$ cat src/rtl/spi_slave_pkg.sv
// Shared constants for the WISHBONE SPI responder: register map, STATUS/CTRL
// bit positions and FSM state encoding.
package spi_slave_pkg;

  localparam logic [1:0] SPIS_ADR_DATA   = 2'd0;
  localparam logic [1:0] SPIS_ADR_STATUS = 2'd1;
  localparam logic [1:0] SPIS_ADR_CTRL   = 2'd2;

  localparam int STAT_RXF  = 0;
  localparam int STAT_TXE  = 1;
  localparam int STAT_OVR  = 2;
  localparam int STAT_UDR  = 3;
  localparam int STAT_BUSY = 4;

  localparam int CTRL_EN   = 0;
  localparam int CTRL_RXIE = 1;
  localparam int CTRL_TXIE = 2;
  localparam int CTRL_CPOL = 3;
  localparam int CTRL_CPHA = 4;

  typedef logic [0:0] spis_state_t;
  localparam spis_state_t SPIS_IDLE  = 1'b0;
  localparam spis_state_t SPIS_SHIFT = 1'b1;

endpackage

$ cat src/rtl/spis_sync.sv
// Two-flop synchronizer for one asynchronous SPI pin, plus a third stage
// that provides single-cycle rise/fall pulses on the synchronized copy.
module spis_sync #(
  parameter logic RST_VAL = 1'b0
) (
  input  logic clk_sys,
  input  logic rst_n,
  input  logic d,
  output logic q,
  output logic rise,
  output logic fall
);

  logic [2:0] sync_q;

  always_ff @(posedge clk_sys or negedge rst_n) begin
    if (!rst_n) sync_q <= {3{RST_VAL}};
    else        sync_q <= {sync_q[1:0], d};
  end

  assign q    = sync_q[1];
  assign rise = sync_q[1] & ~sync_q[2];
  assign fall = ~sync_q[1] & sync_q[2];

endmodule

$ cat src/rtl/spi_slave_wb.sv
// WISHBONE SPI responder with single TX/RX holding buffers and a latched IRQ.
// Define SPI_SLAVE_MODE_SEL_EN to make CPOL/CPHA writable (modes 0-3); otherwise mode 0 only.
module spi_slave_wb
  import spi_slave_pkg::*;
(
  input  logic       wb_clk_i,
  input  logic       wb_rst_n_i,
  input  logic [1:0] wb_adr_i,
  input  logic [7:0] wb_dat_i,
  output logic [7:0] wb_dat_o,
  input  logic       wb_we_i,
  input  logic       wb_stb_i,
  output logic       wb_ack_o,
  input  logic       sck_i,
  input  logic       ss_n_i,
  input  logic       mosi_i,
  output logic       miso_o,
  output logic       miso_oe_o,
  output logic       irq_req_o,
  input  logic       irq_ack_i
);

  logic sck_lvl_unused, sck_rise, sck_fall;
  logic ss_q, ss_rise, ss_fall;
  logic mosi_q;
  logic [1:0] mosi_edge_unused;

  spis_sync #(.RST_VAL(1'b0)) u_sck (
    .clk_sys(wb_clk_i), .rst_n(wb_rst_n_i), .d(sck_i),
    .q(sck_lvl_unused), .rise(sck_rise), .fall(sck_fall)
  );
  spis_sync #(.RST_VAL(1'b1)) u_ss (
    .clk_sys(wb_clk_i), .rst_n(wb_rst_n_i), .d(ss_n_i),
    .q(ss_q), .rise(ss_rise), .fall(ss_fall)
  );
  spis_sync #(.RST_VAL(1'b0)) u_mosi (
    .clk_sys(wb_clk_i), .rst_n(wb_rst_n_i), .d(mosi_i),
    .q(mosi_q), .rise(mosi_edge_unused[0]), .fall(mosi_edge_unused[1])
  );

  logic en, rxie, txie, cpol, cpha;
  logic rxf, txe, ovr, udr;
  logic [7:0] tx_buf, rx_buf, tx_sr, rx_sr;
  logic [2:0] bit_cnt;
  spis_state_t state;

  logic data_wr, data_rd, stat_wr, ctrl_wr;
  logic leading, trailing, sample_edge, shift_edge;
  logic start, byte_done, tx_load, tx_take, rx_take;
  logic [7:0] rx_byte, status_byte, ctrl_byte;

  assign data_wr = wb_stb_i & wb_we_i & (wb_adr_i == SPIS_ADR_DATA);
  assign data_rd = wb_stb_i & ~wb_we_i & (wb_adr_i == SPIS_ADR_DATA);
  assign stat_wr = wb_stb_i & wb_we_i & (wb_adr_i == SPIS_ADR_STATUS);
  assign ctrl_wr = wb_stb_i & wb_we_i & (wb_adr_i == SPIS_ADR_CTRL);

  assign leading     = cpol ? sck_fall : sck_rise;
  assign trailing    = cpol ? sck_rise : sck_fall;
  assign sample_edge = cpha ? trailing : leading;
  assign shift_edge  = cpha ? leading : trailing;

  // A byte boundary and a transfer start both pull the next TX byte.
  assign start     = (state == SPIS_IDLE) & en & ss_fall;
  assign byte_done = (state == SPIS_SHIFT) & en & ~ss_rise & sample_edge & (bit_cnt == 3'd7);
  assign tx_load   = start | byte_done;
  assign tx_take   = tx_load & ~txe;
  assign rx_take   = byte_done & (~rxf | data_rd);
  assign rx_byte   = {rx_sr[6:0], mosi_q};

  always_ff @(posedge wb_clk_i or negedge wb_rst_n_i) begin
    if (!wb_rst_n_i) begin
      en   <= 1'b0;
      rxie <= 1'b0;
      txie <= 1'b0;
    end else if (ctrl_wr) begin
      en   <= wb_dat_i[CTRL_EN];
      rxie <= wb_dat_i[CTRL_RXIE];
      txie <= wb_dat_i[CTRL_TXIE];
    end
  end

`ifdef SPI_SLAVE_MODE_SEL_EN
  always_ff @(posedge wb_clk_i or negedge wb_rst_n_i) begin
    if (!wb_rst_n_i) begin
      cpol <= 1'b0;
      cpha <= 1'b0;
    end else if (ctrl_wr) begin
      cpol <= wb_dat_i[CTRL_CPOL];
      cpha <= wb_dat_i[CTRL_CPHA];
    end
  end
`else
  assign cpol = 1'b0;
  assign cpha = 1'b0;
`endif

  // The opposite edge never shifts right after a byte boundary (bit_cnt==0):
  // in CPHA=1 the first leading edge only presents bit 7, in CPHA=0 the
  // freshly reloaded byte must survive the trailing edge of the last bit.
  always_ff @(posedge wb_clk_i or negedge wb_rst_n_i) begin
    if (!wb_rst_n_i) begin
      state   <= SPIS_IDLE;
      bit_cnt <= 3'd0;
      tx_sr   <= 8'h00;
      rx_sr   <= 8'h00;
    end else if (state == SPIS_IDLE) begin
      if (start) begin
        state   <= SPIS_SHIFT;
        bit_cnt <= 3'd0;
        tx_sr   <= txe ? 8'hFF : tx_buf;
      end
    end else if (!en || ss_rise) begin
      state   <= SPIS_IDLE;
      bit_cnt <= 3'd0;
    end else if (sample_edge) begin
      rx_sr   <= rx_byte;
      bit_cnt <= bit_cnt + 3'd1;
      if (bit_cnt == 3'd7) tx_sr <= txe ? 8'hFF : tx_buf;
    end else if (shift_edge && bit_cnt != 3'd0) begin
      tx_sr <= {tx_sr[6:0], 1'b0};
    end
  end

  // Later assignments win, so SPI-side set events override CPU clears.
  always_ff @(posedge wb_clk_i or negedge wb_rst_n_i) begin
    if (!wb_rst_n_i) begin
      rxf       <= 1'b0;
      txe       <= 1'b1;
      ovr       <= 1'b0;
      udr       <= 1'b0;
      tx_buf    <= 8'h00;
      rx_buf    <= 8'h00;
      irq_req_o <= 1'b0;
    end else begin
      if (data_rd) rxf <= 1'b0;
      if (data_wr) tx_buf <= wb_dat_i;
      if (data_wr) txe <= 1'b0;
      else if (tx_take) txe <= 1'b1;
      if (stat_wr && wb_dat_i[STAT_OVR]) ovr <= 1'b0;
      if (stat_wr && wb_dat_i[STAT_UDR]) udr <= 1'b0;
      if (rx_take) begin
        rx_buf <= rx_byte;
        rxf    <= 1'b1;
      end else if (byte_done) begin
        ovr <= 1'b1;
      end
      if (tx_load && txe) udr <= 1'b1;
      if (irq_ack_i) irq_req_o <= 1'b0;
      if ((rx_take && rxie) || (tx_take && txie)) irq_req_o <= 1'b1;
    end
  end

  always_comb begin
    status_byte            = 8'h00;
    status_byte[STAT_RXF]  = rxf;
    status_byte[STAT_TXE]  = txe;
    status_byte[STAT_OVR]  = ovr;
    status_byte[STAT_UDR]  = udr;
    status_byte[STAT_BUSY] = ~ss_q;
    ctrl_byte              = 8'h00;
    ctrl_byte[CTRL_EN]     = en;
    ctrl_byte[CTRL_RXIE]   = rxie;
    ctrl_byte[CTRL_TXIE]   = txie;
    ctrl_byte[CTRL_CPOL]   = cpol;
    ctrl_byte[CTRL_CPHA]   = cpha;
  end

  always_comb begin
    wb_dat_o = 8'h00;
    if (wb_stb_i) begin
      case (wb_adr_i)
        SPIS_ADR_DATA:   wb_dat_o = rx_buf;
        SPIS_ADR_STATUS: wb_dat_o = status_byte;
        SPIS_ADR_CTRL:   wb_dat_o = ctrl_byte;
        default:         wb_dat_o = 8'h00;
      endcase
    end
  end

  assign wb_ack_o  = wb_stb_i;
  assign miso_o    = tx_sr[7];
  assign miso_oe_o = en & ~ss_q;

endmodule

$ cat config.mk
export PLATFORM = sky130hd
export DESIGN_NAME = spi_slave_wb
export DESIGN_NICKNAME = d
export VERILOG_FILES = /design/src/rtl/spi_slave_pkg.sv /design/src/rtl/spis_sync.sv /design/src/rtl/spi_slave_wb.sv
export SDC_FILE = /design/constraint.sdc
export NUM_CORES = 1
export LEC_CHECK = 0
export ABC_AREA = 1
export BUFFER_PORTS_ARGS = -buffer_cell sky130_fd_sc_hd__buf_2
export CORE_MARGIN = 4
export CORE_UTILIZATION = 25
export CTS_CLUSTER_DIAMETER = 120
export DETAILED_ROUTE_END_ITERATION = 16
export MAX_ROUTING_LAYER = met4
export PLACE_DENSITY_LB_ADDON = 0.25
export SLEW_MARGIN = 20
export SYNTH_ARGS = -nofsm -noshare
export SYNTH_HDL_FRONTEND = slang
export SYNTH_SLANG_ARGS = --single-unit
$ cat constraint.sdc
create_clock -name wb_clk_i -period 1.6 [get_ports wb_clk_i]
set_input_delay 0.32 -clock wb_clk_i [delete_from_list [all_inputs] [get_ports wb_clk_i]]
set_output_delay 0.32 -clock wb_clk_i [all_outputs]
set_load 0.005 [all_outputs]
==> impl_metrics.yaml, run 1 <==
clock_tree:
  cts_made_buffers: 5
  clock-sinks: 51
  cts_tree: "built"
  clk_path_buf_depth: 2
  htree_levels: 2
  cts_root_buffer: "clkbuf_8"
  insertion_delay_ps: 300
  clkTransAtPathRegs_ps: 90
routing:
  drtIter0Drc: 69
  dr_total_vias: 1823
  viasPerCell: 4.05
  drt-pass1-iter-count: 4
  wl_per_cell_um: 11.2
  drc: 0
  wirelength_um: 5040
  ant_nets: 0
power:
  peakVddDrop_v: 0.000352
  swShare_pct: 29.3
  power.leakage_nw: 1.54
  pwr-share-seq_pct: 56.6
  combinationalPowerShare_pct: 18.4
  power_density_mw_per_mm2: 1010
  p_int_mw: 2.01
  p_clk_share_pct: 25.0
  p_sw_uw: 836
logic_synthesis:
  syn-instance-count: 279
  ys_seq_area_share_pct: 53.8
  synth_area_per_cell_sq_um: 8.54
  synth_nets: 300
  synth_area_sq_mm: 0.00238
  ys_ff_latch: 51
  yosysUniqueCellTypes: 25
  yosysWarnings: 0
grt:
  first_global_vias: 1859
  use_met2_pct: 16.1
  grt_start_max_net_pins: 52
  grt_pass1_wl_um: 9020
  grt_use_met1_pct: 13.2
  track_usage_pct: 10.1
  antenna_found_initial: 0
  gr-usage-met3_pct: 2.08
  overflow: 0
  grt-busiest-layer: "met2"
floorplan:
  die_y_um: 106
  dieArea_sq_mm: 0.0112
  initial_core_util_pct: 25.8
  pin_count: 30
  design.core.area_sq_mm: 0.00924
  die-width_um: 106
  num_rows: 35
setup_path:
  crit_chain: "inv_2, o211ai_1, nand2_1, inv_1, buf_2"
  reg2reg_depth: 9
  r2r-start: "bit_cnt[0]"
  r2r_end: "tx_sr[1]"
  worst_setup_path_start_kind: "flip-flop"
  critPathCaptureType: "output pin"
  rrSetupSlack_ps: 150
  crit_slowest_cell: "dfstp_2"
  cp.arrival_ps: 1270
  path_class: "flip-flop to output pin"
  cp.buffers_inverters: 3
  required_ps: 1280
  cp_top_family: "flip-flops"
  critPathMaxStageDelay_ps: 550
  cp_max_fo: 2
timing:
  fin_skew_ps: 7.65
  timing.final.ws_setup_ps: 7.48
  max_freq_ghz: 0.628
  period_needed_ps: 1590
  setup_viol: 0
  finalMaxSlewViolations: 0
  rsz0062_at_grt: "yes"
  finalHoldViolCount: 0
  worst_pin_slew_ps: 270
  slew_headroom_pct: 81.9
  fin_crit_sh_pct: 99.5
final_layout:
  fin_nets: 341
  area_growth_pct: 18.8
  num-fill-cells: 996
  drive_gt1_share_pct: 22.4
  final_area_sq_mm: 0.00283
  n_antenna_cell: 0
job:
  max-cap-violations: 0
hold_path:
  worstHoldEndpoint: "u_ss.sync_q[0]"
  whs_path_depth: 1
  hp-start: "ss_n_i"
  min_path_type: "input port to flip-flop"
run_status:
  outcome: "complete, no violations"
placement:
  dp_hpwl_um: 3680
  placed_area_sq_mm: 0.00271
  place.gp.congestion: 0.737
  portBuffers: 29
  dp_slack_ps: 109
==> power by group through the flow <==
| stage | sequential, mW | combinational [mW] | clock (mW) |
|---|---|---|---|
| 3_5_place_dp | 1.64 | 0.518 | 0 |
| 6_report | 1.61 | 0.524 | 0.712 |
| 5_1_grt | 1.64 | 0.617 | 0.819 |
| 4_1_cts | 1.62 | 0.522 | 0.751 |
| 3_3_place_gp | 1.63 | 0.513 | 0 |
| 2_1_floorplan | 1.60 | 0.349 | 0 |
==> cells by family after synthesis <==
| logic type | share of synthesized area (%) |
|---|---|
| simple gates | 29.9 |
| flops | 53.8 |
| buf+inv | 6.88 |
| compound gates | 5.83 |
| mux | 2.05 |
| fa+ha+maj | 1.57 |
==> layout by cell type, fill, tap and decap left out, types with 3 or more instances in the layout <==
cell        n
buf_4       7
nand2_2     4
nand2_1   111
inv_2       3
inv_1      30
buf_2      29
mux2_2      3
dfstp_2     4
clkbuf_8    5
o31ai_1     3
nand2_4     5
o21ai_0    20
ha_1        3
clkinv_2    3
dfrtp_1    46
nor2_1      9
nand3_1    23
==> layer usage <==
layer / vias to the layer above / part of all wire, % / wire length, um
met1: 850 / 50 / 2520
met3: 4 / 2.4 / 119
li1: 950 / - / -
met5: - / 0 / 0
met4: 0 / 0.67 / 34
met2: 19 / 47 / 2360
==> worst max path at each step <==
stage | startpoint | endpoint | slack (ps) | cells past startpoint
2_1_floorplan | bit_cnt[0] | tx_sr[1] | 180 | 8
3_3_place_gp | bit_cnt[0] | tx_sr[5] | 120 | 9
3_5_place_dp | bit_cnt[0] | tx_sr[1] | 110 | 9
4_1_cts | txe | wb_dat_o[1] | -3 | 5
5_1_grt | txe | wb_dat_o[1] | -90 | 5
6_report | txe | wb_dat_o[1] | 7 | 5
==> area by class of cell <==
class / instances / area (sq um) / share of cell area, %
well taps: 129 / 161 / 5.70
inverters: 34 / 130 / 4.60
clock inverters: 3 / 15.0 / 0.530
flip-flops and latches: 51 / 1280 / 45.3
multi-input cells: 190 / 946 / 33.4
clock buffers: 5 / 68.8 / 2.43
repair buffers: 38 / 228 / 8.04
==> flip-flops by register name, summed over array words and instances, names as in the netlist <==
signal,cells
bit_cnt,3
rxf,1
udr,1
u_ss.sync_q,3
txe,1
u_sck.sync_q,3
rx_sr,7
txie,1
rxie,1
tx_buf,8
ovr,1
rx_buf,8
u_mosi.sync_q,2
tx_sr,8
en,1
state,1
irq_req_o,1
==> what timing repair did <==
item / CTS / global route
hold buffers: 1 / 0
endpoints found under the setup margin: 1 / 13
hold endpoints to repair: 10 / 0
pin swaps: 2 / 3
buffers inserted: 0 / 3
gates resized for setup: 1 / 3
==> cells in the mapped netlist <==
library cell	count	area, sq um
inv_2	2	7.51
nand4_1	1	6.26
nand3b_4	1	20.0
o21ai_0	20	100
nand3_1	23	115
nor2_8	1	20.0
nor3_1	1	5.00
buf_4	1	7.51
buf_6	2	22.5
a21oi_2	1	8.76
dfstp_2	4	105
nand2_4	4	45.0
o31ai_1	3	22.5
mux2_4	1	15.0
o211ai_1	1	7.51
nor2_1	9	33.8
nand2_1	112	420
nand2_2	4	25.0
mux2_2	3	33.8
clkbuf_1	1	3.75
inv_4	1	6.26
nor2_4	2	22.5
ha_1	3	37.5
dfrtp_1	47	1180
inv_1	31	116
==> stage by stage <==
stage          power [mW]  hold WS, ps  TNS [ps]  utilization, %  cells
2_1_floorplan        1.95         24.4         0               -    279
3_3_place_gp         2.15          335         0            29.3    438
3_5_place_dp         2.16          336         0            29.3    438
4_1_cts              2.89         98.9     -2.67            30.3    447
5_1_grt              3.08          101     -89.7            30.6    450
6_report             2.85          114         0            30.6    450
Note: power is estimated with default switching activity, not from simulation.
==> inputs of run 2 (changes only) <==
- MAX_ROUTING_LAYER: met4 -> unset
==> run 2 against run 1 <==
  * Hold slack hardly changed
  * Clock skew about the same
  * Sequential power hardly changed
  * Via count did not move
  * Largest power group unchanged
  * Critical endpoint unchanged
  * Worst setup slack is essentially flat
  * Combinational power is essentially flat
  * Global-route usage fell by 0.27 points
  * Highest routed layer unchanged
  * Register-to-register slack is essentially flat
  * Fmax is essentially flat
  * Critical path depth unchanged
==> impl_metrics.yaml, run 2 (synthesis gave the netlist of run 1 again) <==
run_status:
  outcome: "complete, no violations"
clock_tree:
  cts_root_buffer: "clkbuf_8"
  cts_tree: "built"
  clkTransAtPathRegs_ps: 90
  clk_path_buf_depth: 2
  clock-sinks: 51
  cts_made_buffers: 5
  insertion_delay_ps: 300
  htree_levels: 2
routing:
  wirelength_um: 5040
  ant_nets: 0
  wl_per_cell_um: 11.2
  drtIter0Drc: 69
  viasPerCell: 4.05
  drt-pass1-iter-count: 4
  dr_total_vias: 1823
  drc: 0
power:
  p_int_mw: 2.01
  peakVddDrop_v: 0.000352
  pwr-share-seq_pct: 56.6
  p_clk_share_pct: 25.0
  power.leakage_nw: 1.54
  combinationalPowerShare_pct: 18.4
  power_density_mw_per_mm2: 1010
  p_sw_uw: 836
  swShare_pct: 29.3
timing:
  period_needed_ps: 1590
  worst_pin_slew_ps: 270
  finalHoldViolCount: 0
  fin_skew_ps: 7.65
  fin_crit_sh_pct: 99.5
  finalMaxSlewViolations: 0
  fin_setup_tns_ps: 0
  slew_headroom_pct: 81.9
  rsz0062_at_grt: "yes"
  max_freq_ghz: 0.628
  setup_viol: 0
  timing.final.ws_setup_ps: 7.51
setup_path:
  r2r_end: "tx_sr[1]"
  worst_setup_path_start_kind: "flip-flop"
  required_ps: 1280
  critPathCaptureType: "output pin"
  rrSetupSlack_ps: 150
  r2r-start: "bit_cnt[0]"
  cp_max_fo: 2
  reg2reg_depth: 9
  cp.arrival_ps: 1270
  path_class: "flip-flop to output pin"
job:
  max-cap-violations: 0
hold_path:
  hp-start: "ss_n_i"
  whs_path_depth: 1
  worstHoldEndpoint: "u_ss.sync_q[0]"
  min_path_type: "input port to flip-flop"
final_layout:
  drive_gt1_share_pct: 22.4
  n_antenna_cell: 0
  area_growth_pct: 18.8
  reg.largest.list: "rx_buf (8), tx_buf (8), tx_sr (8)"
  final_common_cell: "nand2_1"
  final_area_sq_mm: 0.00283
  fin_nets: 341
  layout_common_cells: "nand2_1 (111), dfrtp_1 (46), inv_1 (30)"
  final_cells: 450
placement:
  placed_area_sq_mm: 0.00271
  dp_hpwl_um: 3680
  portBuffers: 29
  place.gp.congestion: 0.728
  dp_cells: 438
  dp_slack_ps: 109
floorplan:
  dieArea_sq_mm: 0.0112
  initial_core_util_pct: 25.8
  die-width_um: 106
  design.core.area_sq_mm: 0.00924
  pin_count: 30
  die_y_um: 106
  num_rows: 35
grt:
  grt_pass1_wl_um: 9010
  track_usage_pct: 9.79
  grt_start_max_net_pins: 52
  first_global_vias: 1858
  overflow: 0
  antenna_found_initial: 0
==> run 2: metrics by stage <==
step	utilization (%)	power, mW	hold WS, ps
final	30.6	2.85	114
after global routing	30.6	3.08	101
after CTS	30.3	2.89	98.9
after detailed placement	29.3	2.16	336
after global placement	29.3	2.15	335
after floorplan	-	1.95	24.4
==> run 2: how the worst max path moves through the flow <==
stage,startpoint,endpoint
2_1_floorplan,bit_cnt[0],tx_sr[1]
3_3_place_gp,bit_cnt[0],tx_sr[5]
3_5_place_dp,bit_cnt[0],tx_sr[1]
4_1_cts,txe,wb_dat_o[1]
5_1_grt,txe,wb_dat_o[1]
6_report,txe,wb_dat_o[1]
==> run 2: power by group through the flow <==
stage	sequential, mW	clock, mW	combinational (mW)
final	1.61	0.712	0.524
after global routing	1.64	0.819	0.617
after CTS	1.62	0.751	0.522
after detailed placement	1.64	0	0.518
after global placement	1.63	0	0.513
after floorplan	1.60	0	0.349
==> run 2: cell type report <==
class,count,area [sq um]
Clock buffer,5,68.8
Fill cell,996,6410
Sequential cell,51,1280
Multi-Input combinational cell,190,946
Inverter,34,130
Tap cell,129,161
Clock inverter,3,15.0
Timing Repair Buffer,38,228
==> run 2: critical path: stages (launching register included) <==
cell	delay, ps
dfstp_2	550
inv_2	40
o211ai_1	170
nand2_1	70
inv_1	50
buf_2	100
==> run 2: what timing repair did <==
action	in CTS	in global routing
hold endpoints to repair	10	0
endpoints found under the setup margin	1	13
gates resized for setup	1	3
pin swaps	2	3
cloned	0	0
hold buffers	1	0
setup buffers	0	3
==> run 2: routing by layer <==
| layer | vias up | share of wire [%] | global-route usage [%] |
|---|---|---|---|
| met5 | - | 0 | 0 |
| met4 | 0 | 0.68 | 2.22 |
| met3 | 4 | 2.5 | 2.14 |
| met2 | 19 | 47 | 16.1 |
| met1 | 850 | 50 | 13.2 |
| li1 | 950 | - | - |
==> inputs of run 3 (changes only) <==
- SYNTH_HIERARCHICAL: unset -> 1
==> run 3 against run 2 <==
  * The flow now finishes with violations (hold timing)
  * Non-clock buffer count grew 2
  * Synthesized area shrank 1.4%
  * Clock skew grew 1.4 ps
  * Critical endpoint unchanged
  * Highest routed layer unchanged
==> impl_metrics.yaml, run 3 <==
routing:
  viasPerCell: 4.35
  drc: 0
  wl_per_cell_um: 11.7
  wirelength_um: 5150
  drtIter0Drc: 56
  dr_total_vias: 1918
  ant_nets: 0
  drt-pass1-iter-count: 4
setup_path:
  critPathMaxStageDelay_ps: 550
  cp_max_fo: 2
  path_class: "flip-flop to output pin"
  cp.arrival_ps: 1270
  crit_slowest_cell: "dfstp_2"
  required_ps: 1280
  crit_chain: "inv_2, o211ai_1, nand2_1, inv_1, buf_2"
  critPathCaptureType: "output pin"
  worst_setup_path_start_kind: "flip-flop"
clock_tree:
  cts_hold_buf: 0
  clkTransAtPathRegs_ps: 90
  cts_made_buffers: 5
  clk_path_buf_depth: 2
  insertion_delay_ps: 300
  clock-sinks: 51
  cts_tree: "built"
  cts_root_buffer: "clkbuf_8"
  htree_levels: 2
job:
  max-cap-violations: 0
logic_synthesis:
  synth_nets: 307
  synth_area_per_cell_sq_um: 8.22
  synth_area_sq_mm: 0.00235
  syn-instance-count: 286
  yosysWarnings: 6
final_layout:
  final_common_cell: "nand2_1"
  num-fill-cells: 992
  layout_common_cells: "nand2_1 (113), dfrtp_1 (46), inv_1 (30)"
  final_area_sq_mm: 0.00284
  fin_nets: 350
  n_antenna_cell: 0
  reg.largest.list: "rx_buf (8), tx_buf (8), tx_sr (8)"
  area_growth_pct: 21.0
  drive_gt1_share_pct: 20.0
  utilization_pct: 30.9
power:
  power_density_mw_per_mm2: 1120
  peakVddDrop_v: 0.000439
  power.leakage_nw: 1.54
  p_total_mw: 3.19
timing:
  fin_skew_ps: 9.07
  fin_setup_tns_ps: 0
  slew_headroom_pct: 74.6
  worst_pin_slew_ps: 379
  max_freq_ghz: 0.628
  hold_slack_ps: -7.29
  finalHoldViolCount: 4
  setup_viol: 0
  finalMaxSlewViolations: 0
  period_needed_ps: 1590
  rsz0062_at_grt: "yes"
  timing.final.ws_setup_ps: 7.50
  fin_crit_sh_pct: 99.5
floorplan:
  design.core.area_sq_mm: 0.00920
  initial_core_util_pct: 25.6
  die-width_um: 105
  die_y_um: 105
  dieArea_sq_mm: 0.0110
  pin_count: 30
  num_rows: 35
grt:
  grt_pass1_wl_um: 9030
  overflow: 0
  first_global_vias: 1859
  antenna_found_initial: 0
  grt_start_max_net_pins: 52
  track_usage_pct: 10.0
placement:
  place.gp.congestion: 0.788
  portBuffers: 29
  placed_area_sq_mm: 0.00269
  dp_hpwl_um: 3870
  dp_slack_ps: 82.6
run_status:
  violations: "hold timing"
  outcome: "complete, but fails checks"
hold_path:
  min_path_type: "input port to async pin"
-- run 3: worst paths after layout --
check,start,endpoint,slack [ps],depth (start not counted)
min in group wb_clk_i,ss_n_i,u_ss/sync_q[0],120,1
setup reg to reg,bit_cnt[0],tx_sr[1],170,7
hold reg to reg,u_mosi/sync_q[0],u_mosi/sync_q[1],370,0
setup / recovery,txe,wb_dat_o[1],8,5
max in group asynchronous,wb_rst_n_i,txe,1310,2
hold / removal,wb_rst_n_i,rx_sr[6],-7,2
-- run 3: per-layer routing --
metal | global-route usage [%] | routed length [um]
met5 | 0 | 0
met1 | 14.1 | 2620
met3 | 2.72 | 174
met4 | 2.81 | 48
met2 | 15.0 | 2310
-- run 3: through the flow --
step / hold WS [ps] / cells
final: -7.29 / 441
after global routing: 13.1 / 441
after CTS: 5.61 / 439
after detailed placement: 339 / 431
after global placement: 334 / 431
after floorplan: 24.4 / 286
-- run 3: critical path: cells and delay by family, from the launching register on --
family / cells / cell delay, ps
simple gates: 1 / 70
buf+inv: 3 / 180
flops: 1 / 550
compound gates: 1 / 170
-- run 3: final cells by class --
| class | count | area [sq um] | area share [%] |
|---|---|---|---|
| clock inverter | 2 | 60.1 | 2.11 |
| inverter | 34 | 131 | 4.62 |
| timing repair buffer | 40 | 240 | 8.45 |
| clock buffer | 6 | 72.6 | 2.55 |
| tap | 111 | 139 | 4.88 |
| timing repair inverter | 1 | 5.00 | 0.176 |
| sequential | 51 | 1280 | 45.1 |
| multi-input combinational | 196 | 913 | 32.1 |
-- run 3: power breakdown --
group | leakage [nW] | switching (mW) | total (mW) | internal, mW
logic | 0.819 | 0.305 | 0.518 | 0.214
registers | 0.653 | 0.118 | 1.61 | 1.49
clock network | 0.0654 | 0.435 | 1.06 | 0.626
-- run 3: timing repair --
item                       CTS  global route
pin swaps                    2             0
cloned                       0             1
setup buffers                0             1
gates resized for setup      1             3
setup endpoints to repair    1            10
